### src/rtl/conv_window_scheduler.sv
// ============================================================================
//  Module      : conv_window_scheduler
//  Description : Streams a frame through two line buffers, issues each 3x3
//                window to the MAC array and returns the sums on AXI4-Stream.
//  Revision    : 1.0
// ============================================================================
`default_nettype none

module conv_window_scheduler #(
    parameter int DATA_W    = 16,
    parameter int SUM_W     = 32,
    parameter int MAX_WIDTH = 64
) (
    input  logic                  axi_clk,
    input  logic                  axi_reset_n,
    input  logic                  cfg_enable,
    input  logic [15:0]           cfg_width,
    input  logic [15:0]           cfg_height,
    output logic                  cfg_err,
    input  logic                  s_axis_valid,
    output logic                  s_axis_ready,
    input  logic [DATA_W-1:0]     s_axis_data,
    input  logic                  s_axis_last,
    output logic [9*DATA_W-1:0]   win_data,
    output logic                  win_start,
    input  logic                  acc_ready,
    input  logic [SUM_W-1:0]      acc_sum,
    output logic                  m_axis_valid,
    input  logic                  m_axis_ready,
    output logic [SUM_W-1:0]      m_axis_data,
    output logic                  m_axis_last,
    output logic                  busy,
    output logic                  err_last
);

    localparam int C_AW = (MAX_WIDTH > 1) ? $clog2(MAX_WIDTH) : 1;

    typedef enum logic [2:0] {
        S_IDLE   = 3'd0,
        S_STREAM = 3'd1,
        S_ISSUE  = 3'd2,
        S_WAIT   = 3'd3,
        S_OUT    = 3'd4
    } state_t;

    state_t              r_state;
    state_t              w_next;
    logic [15:0]         r_w;
    logic [15:0]         r_h;
    logic [15:0]         r_col;
    logic [15:0]         r_row;
    logic [31:0]         r_res_cnt;
    logic [31:0]         r_total;
    logic [DATA_W-1:0]   r_win [9];
    logic [DATA_W-1:0]   r_lb0 [MAX_WIDTH];
    logic [DATA_W-1:0]   r_lb1 [MAX_WIDTH];
    logic [SUM_W-1:0]    r_out_data;
    logic                r_out_last;
    logic                r_cfg_err;
    logic                r_err_last;

    logic                w_cfg_ok;
    logic                w_accept;
    logic                w_col_last;
    logic                w_row_last;
    logic                w_win_done;
    logic [31:0]         w_total;
    logic [C_AW-1:0]     w_lb_idx;

    assign w_cfg_ok   = (cfg_width >= 16'd3) && ({16'd0, cfg_width} <= 32'(MAX_WIDTH))
                        && (cfg_height >= 16'd3);
    assign w_total    = ({16'd0, cfg_width} - 32'd2) * ({16'd0, cfg_height} - 32'd2);
    assign w_accept   = (r_state == S_STREAM) && s_axis_valid;
    assign w_col_last = (r_col == r_w - 16'd1);
    assign w_row_last = (r_row == r_h - 16'd1);
    assign w_win_done = w_accept && (r_row >= 16'd2) && (r_col >= 16'd2);
    assign w_lb_idx   = r_col[C_AW-1:0];

    always_ff @(posedge axi_clk or negedge axi_reset_n) begin
        if (!axi_reset_n) begin
            r_state <= S_IDLE;
        end else begin
            r_state <= w_next;
        end
    end

    always_comb begin
        w_next       = r_state;
        s_axis_ready = 1'b0;
        win_start    = 1'b0;
        m_axis_valid = 1'b0;
        m_axis_last  = 1'b0;
        busy         = (r_state != S_IDLE);
        case (r_state)
            S_IDLE: begin
                if (cfg_enable && w_cfg_ok) begin
                    w_next = S_STREAM;
                end
            end
            S_STREAM: begin
                s_axis_ready = 1'b1;
                if (w_win_done) begin
                    w_next = S_ISSUE;
                end
            end
            S_ISSUE: begin
                win_start = 1'b1;
                w_next    = S_WAIT;
            end
            S_WAIT: begin
                if (acc_ready) begin
                    w_next = S_OUT;
                end
            end
            S_OUT: begin
                m_axis_valid = 1'b1;
                m_axis_last  = r_out_last;
                if (m_axis_ready) begin
                    w_next = r_out_last ? S_IDLE : S_STREAM;
                end
            end
            default: w_next = S_IDLE;
        endcase
    end

    always_ff @(posedge axi_clk or negedge axi_reset_n) begin
        if (!axi_reset_n) begin
            r_w        <= 16'd0;
            r_h        <= 16'd0;
            r_col      <= 16'd0;
            r_row      <= 16'd0;
            r_res_cnt  <= 32'd0;
            r_total    <= 32'd0;
            r_out_data <= '0;
            r_out_last <= 1'b0;
            r_cfg_err  <= 1'b0;
            r_err_last <= 1'b0;
            for (int k = 0; k < 9; k++) begin
                r_win[k] <= '0;
            end
        end else begin
            if ((r_state == S_IDLE) && cfg_enable) begin
                if (w_cfg_ok) begin
                    r_w       <= cfg_width;
                    r_h       <= cfg_height;
                    r_col     <= 16'd0;
                    r_row     <= 16'd0;
                    r_res_cnt <= 32'd0;
                    r_total   <= w_total;
                end else begin
                    r_cfg_err <= 1'b1;
                end
            end
            if (w_accept) begin
                // Window slides left; new right column is {lb1, lb0, pixel}.
                for (int k = 0; k < 3; k++) begin
                    r_win[3*k]   <= r_win[3*k+1];
                    r_win[3*k+1] <= r_win[3*k+2];
                end
                r_win[2] <= r_lb1[w_lb_idx];
                r_win[5] <= r_lb0[w_lb_idx];
                r_win[8] <= s_axis_data;
                if (w_col_last) begin
                    r_col <= 16'd0;
                    r_row <= r_row + 16'd1;
                end else begin
                    r_col <= r_col + 16'd1;
                end
                if (s_axis_last && !(w_col_last && w_row_last)) begin
                    r_err_last <= 1'b1;
                end
            end
            if ((r_state == S_WAIT) && acc_ready) begin
                r_out_data <= acc_sum;
                r_out_last <= (r_res_cnt + 32'd1 == r_total);
                r_res_cnt  <= r_res_cnt + 32'd1;
            end
        end
    end

    // Line buffers carry no reset: every entry is rewritten before it feeds a window.
    always_ff @(posedge axi_clk) begin
        if (w_accept) begin
            r_lb1[w_lb_idx] <= r_lb0[w_lb_idx];
            r_lb0[w_lb_idx] <= s_axis_data;
        end
    end

    for (genvar k = 0; k < 9; k++) begin : g_slot
        assign win_data[k*DATA_W +: DATA_W] = r_win[k];
    end

    assign m_axis_data = r_out_data;
    assign cfg_err     = r_cfg_err;
    assign err_last    = r_err_last;

endmodule

`default_nettype wire

### config.mk
export PLATFORM = sky130hd
export DESIGN_NAME = conv_window_scheduler
export DESIGN_NICKNAME = d
export VERILOG_FILES = /design/src/rtl/conv_window_scheduler.sv
export SDC_FILE = /design/constraint.sdc
export NUM_CORES = 2
export LEC_CHECK = 0
export CORE_MARGIN = 10
export CORE_UTILIZATION = 62
export CTS_CLUSTER_SIZE = 20
export DETAILED_ROUTE_END_ITERATION = 10
export HOLD_SLACK_MARGIN = 0.06
export PLACE_DENSITY_LB_ADDON = 0.15
export SYNTH_ARGS = -nofsm -noshare
export SYNTH_HDL_FRONTEND = slang
export SYNTH_SLANG_ARGS = --single-unit
export TNS_END_PERCENT = 1
### constraint.sdc
create_clock -name axi_clk -period 5.58 [get_ports axi_clk]
set_clock_uncertainty 0.15 [all_clocks]
set_input_delay 1.116 -clock axi_clk [delete_from_list [all_inputs] [get_ports axi_clk]]
set_output_delay 1.116 -clock axi_clk [all_outputs]
set_load 0.1 [all_outputs]
Word-level counts from Yosys, hierarchy flattened
Memories as Yosys holds them, arrays and structs flattened. A register that Yosys moved wholly into a read port is not among the register bits.
Index checks and enable logic that the tools add are counted.

storage, ports and cells
  bits in registers = 294
  RAM bits = 2048
  input bits = 87
  output and inout bits = 183
  logic and storage cells = 93
  memories kept = 2

memory list
  name   depth  bits a word  rd ports  clocked after memory_dff  write ports  line  text
  r_lb0  64     16           1         0                         1            55    logic [DATA_W-1:0] r_lb0 [MAX_WIDTH];
  r_lb1  64     16           1         1                         1            56    logic [DATA_W-1:0] r_lb1 [MAX_WIDTH];

cells by class
  add/subtract/negate cells = 7
  multipliers = 1
  order comparisons = 5
  eq/ne operators = 11
  mux-type cells = 23
  bitwise logic cells = 1
  reductions and logical operators = 24

operator list
  operator                                                            number
  two-way mux 16 bit                                                  8
  two-way mux 32 bit                                                  3
  greater-or-equal comparator 16 x 2 -> 1 bit, second input constant  4
  subtractor 16 x 2 -> 17 bit, second input constant                  2
  adder 16 x 1 -> 16 bit, second input constant                       2
  adder 32 x 1 -> 32 bit, second input constant                       1
  == test 16 bit                                                      2
  == test 32 bit                                                      1
  multiplier 17 x 17 -> 32 bit                                        1
  subtractor 16 x 1 -> 16 bit, second input constant                  2
  less-or-equal comparator 16 x 7 -> 1 bit, second input constant     1
  case mux 3 bit (5 select lines)                                     1
  two-way mux 3 bit                                                   4
  logical AND 1 bit                                                   10
  AND reduction 2 bit                                                 5
  != test 2 bit, second input constant                                4
  nonzero test 2 bit                                                  4
  two-way mux 1 bit                                                   7
  == test 3 x 2 -> 1 bit, second input constant                       2
  AND reduction 4 bit                                                 1
  == test 3 x 1 -> 1 bit, second input constant                       1
  == test 3 bit, second input constant                                1
  zero test 3 bit                                                     1
  nonzero test 3 bit                                                  1
  other kinds (2)                                                     3

Depth between registers and ports, before layout
  depth in word-level cells = 7
  gate-level depth with buffers = 30
  mapped depth without buffers = 27

Worst setup path after synthesis
No wires, ideal clock.

  path type = in2reg
  start point = input cfg_height[1]
  end point = register r_total[31]
  arrival time = 8362 ps
  required time = 5348 ps
  path slack = -3014 ps
  stages on the path = 28
  path buffers = 3
  path through = clkbuf_1 clkbuf_1 inv_1 ha_1 nor4b_1 nand2_1 or4_1 xnor2_1 clkbuf_1 nand2_1 fa_1 inv_1 fa_1 fa_1 fa_1 fa_1 inv_1 fa_1 inv_1 ha_1 a21oi_1 o21ai_0 o21ai_0 nor3b_1 a21oi_1 a41o_1 or4_1 a31oi_1

between the ends
  longest elaborated chain between the ends = 3

RTL lines
  item                                                                                  line  text
  start, declared                                                                       18    input logic [15:0] cfg_height,
  parallel branches: the longest is 3 deep, another holds multiplier 17 x 17 -> 32 bit  n/a
  end signal, assigned                                                                  149   r_total <= w_total;
  end, declared                                                                         53    logic [31:0] r_total;

Several ways; the timed one is not identified.
A chain may end at the register's enable or synchronous reset.

Final worst setup path
  start point = input cfg_width[10]
  end point = register r_total[31]

between the ends
  longest elaborated chain between the ends = 4

RTL lines
  item                                                                                  line  text
  start, declared                                                                       17    input logic [15:0] cfg_width,
  parallel branches: the longest is 4 deep, another holds multiplier 17 x 17 -> 32 bit  n/a

Several ways; the timed one is not identified.

==> run metrics <==
status complete, but fails checks; failing checks setup timing; gr ovfl total 0; post-synthesis mux area share 0.000920; Async SR Flop Fraction 0.131; CP startpoint kind input port; share of cells above drive strength 1 0.154; Critical path origin cfg_width[10]; Top cell by count, worst path fa_1; register area share after synthesis 0.698; drt wl/cell about 32 µm; family with the most delay on the worst path adder cells; RD Place Congestion approximately 0.92; initial antenna violation count 8; Design Power roughly 67000 µW; pin count of the biggest net entering global routing 155; Hold WC Path Type flop to flop; Via density 6.78; path type of the worst setup path input port to flop; Critical Path, Cell by Cell buf_6 -> or4_4 -> or4_4 -> or2_4 -> xnor2_4 -> buf_4 -> nand2b_1 -> fa_1 -> fa_1 -> fa_1 -> inv_1 -> fa_1 -> fa_1 -> inv_1 -> fa_1 -> inv_1 -> ha_4 -> nor3b_1 -> o21ai_2 -> nor3b_4 -> a21oi_2 -> a41o_1 -> or4_1 -> a31oi_1; core area roughly 160000 µm²; row count 146; CP Data Arrival Time 7.88 ns; Max Cap Viol 0; Worst R2R End r_lb1[24][0]; I/O Buffers around 270; period utilization 1.31; Skew-Pair Late Insertion Delay 0.89 ns; first-pass GRT wire length approximately 450 mm; min cycle time layout roughly 7.3 ns; Worst path depth 24; most common cell after layout, fill and taps aside edfxtp_1; Final Instance Area between 100000 and 150000 µm²; area grow syn2layout 17.5%; commonest non-fill, non-tap cells in the layout edfxtp_1, a22oi_1, nand2_1; crit end category flop; Post-Syn Nets between 7000 and 8000; RSZ-0062 raised after global routing yes; H-tree Lvls 4; pwr/cell area approximately 570 nW/µm²; TritonCTS clock tree done; Worst path slowest cell fa_1; relative slew slack 0.0683; die area between 150000 and 200000 µm²; Die W between 400 and 500 µm; CP Max Fanout 4; Setup WS post-layout -1.70 ns; Max clock buf depth 3; Slew Limit Fails 0; Yosys cell types 82; via count 66100; CTS sink cnt between 2000 and 2500; worst slew pin tran 1.38 ns; compound-gate portion of the synthesized area 0.117; Synth Register Bits roughly 2400; ANT nets after route 0; CTS buffer count 219; global router's overall resource usage 0.352; main combinational cell family by area after synthesis compound AO/OA/AOI/OAI gates; vias in the first global route between 60000 and 70000; Syn Inst Count about 7000; setup slack at placement -3.08 ns; Bufs and invs on worst path 5; Worst-path clk slew ~0.06 ns; R2R cell count 8; Fillers approximately 9900; Primary FF master, synth edfxtp_1; Yosys Warn Count 0; maximum vdd ir drop 0.000768 V; fmax ~140 MHz; First-pass DRT Iterations 6; Starting Density 0.625; number of synthesized flops with an enable pin slightly above 2000; nets@finish 7953; r2r setup slk 0.78 ns; final hold vios 0; Synth Cell Area 99200 µm²; DR iter-0 viols about 10000; DP Area about 110000 µm²; Total Wirelength ~310 mm; Critical Path End r_total[31]; Pleak ~0.042 µW; crit-path max cell delay around 0.55 ns; Synth Area in XOR/XNOR 0.0140; Req. time, crit path approximately 6.2 ns; io pins between 200 and 300; syn avg cell area 14.6 µm²; # setup viols final 23; Root Buffer clkbuf_16; worst r2r src r_col[1]; Synth Area in Adders 0.0684; HPWL Detailed 198 mm; Post-Synth Simple-Gate Area 0.0728; Die H approximately 420 µm; DRC 0
worst min-delay path by stage:
stage                           start           to  slack (ns)  cells past startpoint
after floorplan           r_total[14]  r_total[14]        0.31                      2
after global placement        cfg_err      cfg_err        0.29                      1
after detailed placement      cfg_err      cfg_err        0.30                      1
after CTS                     cfg_err      cfg_err        0.32                      1
after global routing          cfg_err      cfg_err        0.33                      1
final                         cfg_err      cfg_err        0.31                      1
metal layers:
layer	vias up	GRT usage	share of wire
li1	27200	-	-
met1	33100	0.473	0.35
met2	4905	0.542	0.46
met3	875	0.0850	0.13
met4	2	0.174	0.060
met5	-	0	0.000038
per-stage QoR:
stage                     hold slack (ns)   util  setup TNS (ns)  cells
final                               0.311  0.735          -28.47   9750
after detailed placement            0.302  0.687          -61.04   9325
after CTS                           0.317  0.734          -28.21   9746
after global placement              0.291  0.687          -59.80   9324
after global routing                0.331  0.735          -33.88   9748
after floorplan                     0.314      -         -779.55   6803
Yosys cell counts, types with 12 or more instances:
master | n | area [µm²]
a211oi_1 | 12 | 90.1
a21o_1 | 31 | 233
a21oi_1 | 113 | 566
a221oi_1 | 88 | 771
a22o_1 | 87 | 762
a22oi_1 | 850 | 6380
a31oi_1 | 63 | 394
a41oi_1 | 97 | 850
and2_1 | 32 | 200
and3_1 | 26 | 163
buf_1 | 65 | 244
clkbuf_1 | 323 | 1210
dfrtp_1 | 310 | 7760
edfxtp_1 | 2048 | 61500
fa_1 | 282 | 5650
ha_1 | 91 | 1140
inv_1 | 347 | 1300
nand2_1 | 806 | 3030
nand2b_1 | 38 | 238
nand3_1 | 82 | 410
nand4_1 | 112 | 701
nor2_1 | 274 | 1030
nor2b_1 | 15 | 93.8
nor3_1 | 45 | 225
nor3b_1 | 23 | 173
nor4_1 | 43 | 269
o211ai_1 | 19 | 143
o21ai_0 | 132 | 661
o31ai_1 | 22 | 165
or3_1 | 16 | 100
xnor2_1 | 85 | 744
xor2_1 | 68 | 596
kinds of logic after synthesis:
family          after synthesis
flops                      2358
simple gates               1582
compound gates             1578
buf+inv                     748
fa+ha+maj                   373
xor+xnor                    155
mux                           9
power by group:
group	leakage [µW]	internal (µW)	switching, µW	total (µW)
Combinational	0.0159	9980	19000	29000
Sequential	0.0225	22400	652	23100
Clock	0.00341	8050	6610	14700
registers in the layout (all words and copies together), names as in the netlist:
| name | flops |
|---|---|
| r_out_last | 1 |
| err_last | 1 |
| r_lb0 | 1024 |
| r_res_cnt | 32 |
| cfg_err | 1 |
| m_axis_data | 32 |
| r_col | 16 |
| r_w | 16 |
| win_data | 144 |
| r_state | 3 |
| r_total | 32 |
| r_row | 16 |
| r_h | 16 |
| r_lb1 | 1024 |
timing repair:
action	CTS	global route
endpoints found under the hold margin	2	0
gates resized for setup	110	13
hold buffers	1	0
buffers inserted	16	2
endpoints found under the setup margin	24	24
pin swaps	61	13
area by class of cell:
cell class	count	area (µm²)	area share
clock inverters	126	1230	0.0106
clock buffers	278	5810	0.0498
well taps	2072	2590	0.0222
diodes	2	5.00	0.0000429
inverters	348	1310	0.0112
flip-flops and latches	2358	69300	0.594
multi-input cells	3697	28500	0.245
repair buffers	869	7880	0.0676
(Power assumes the default switching activity.)
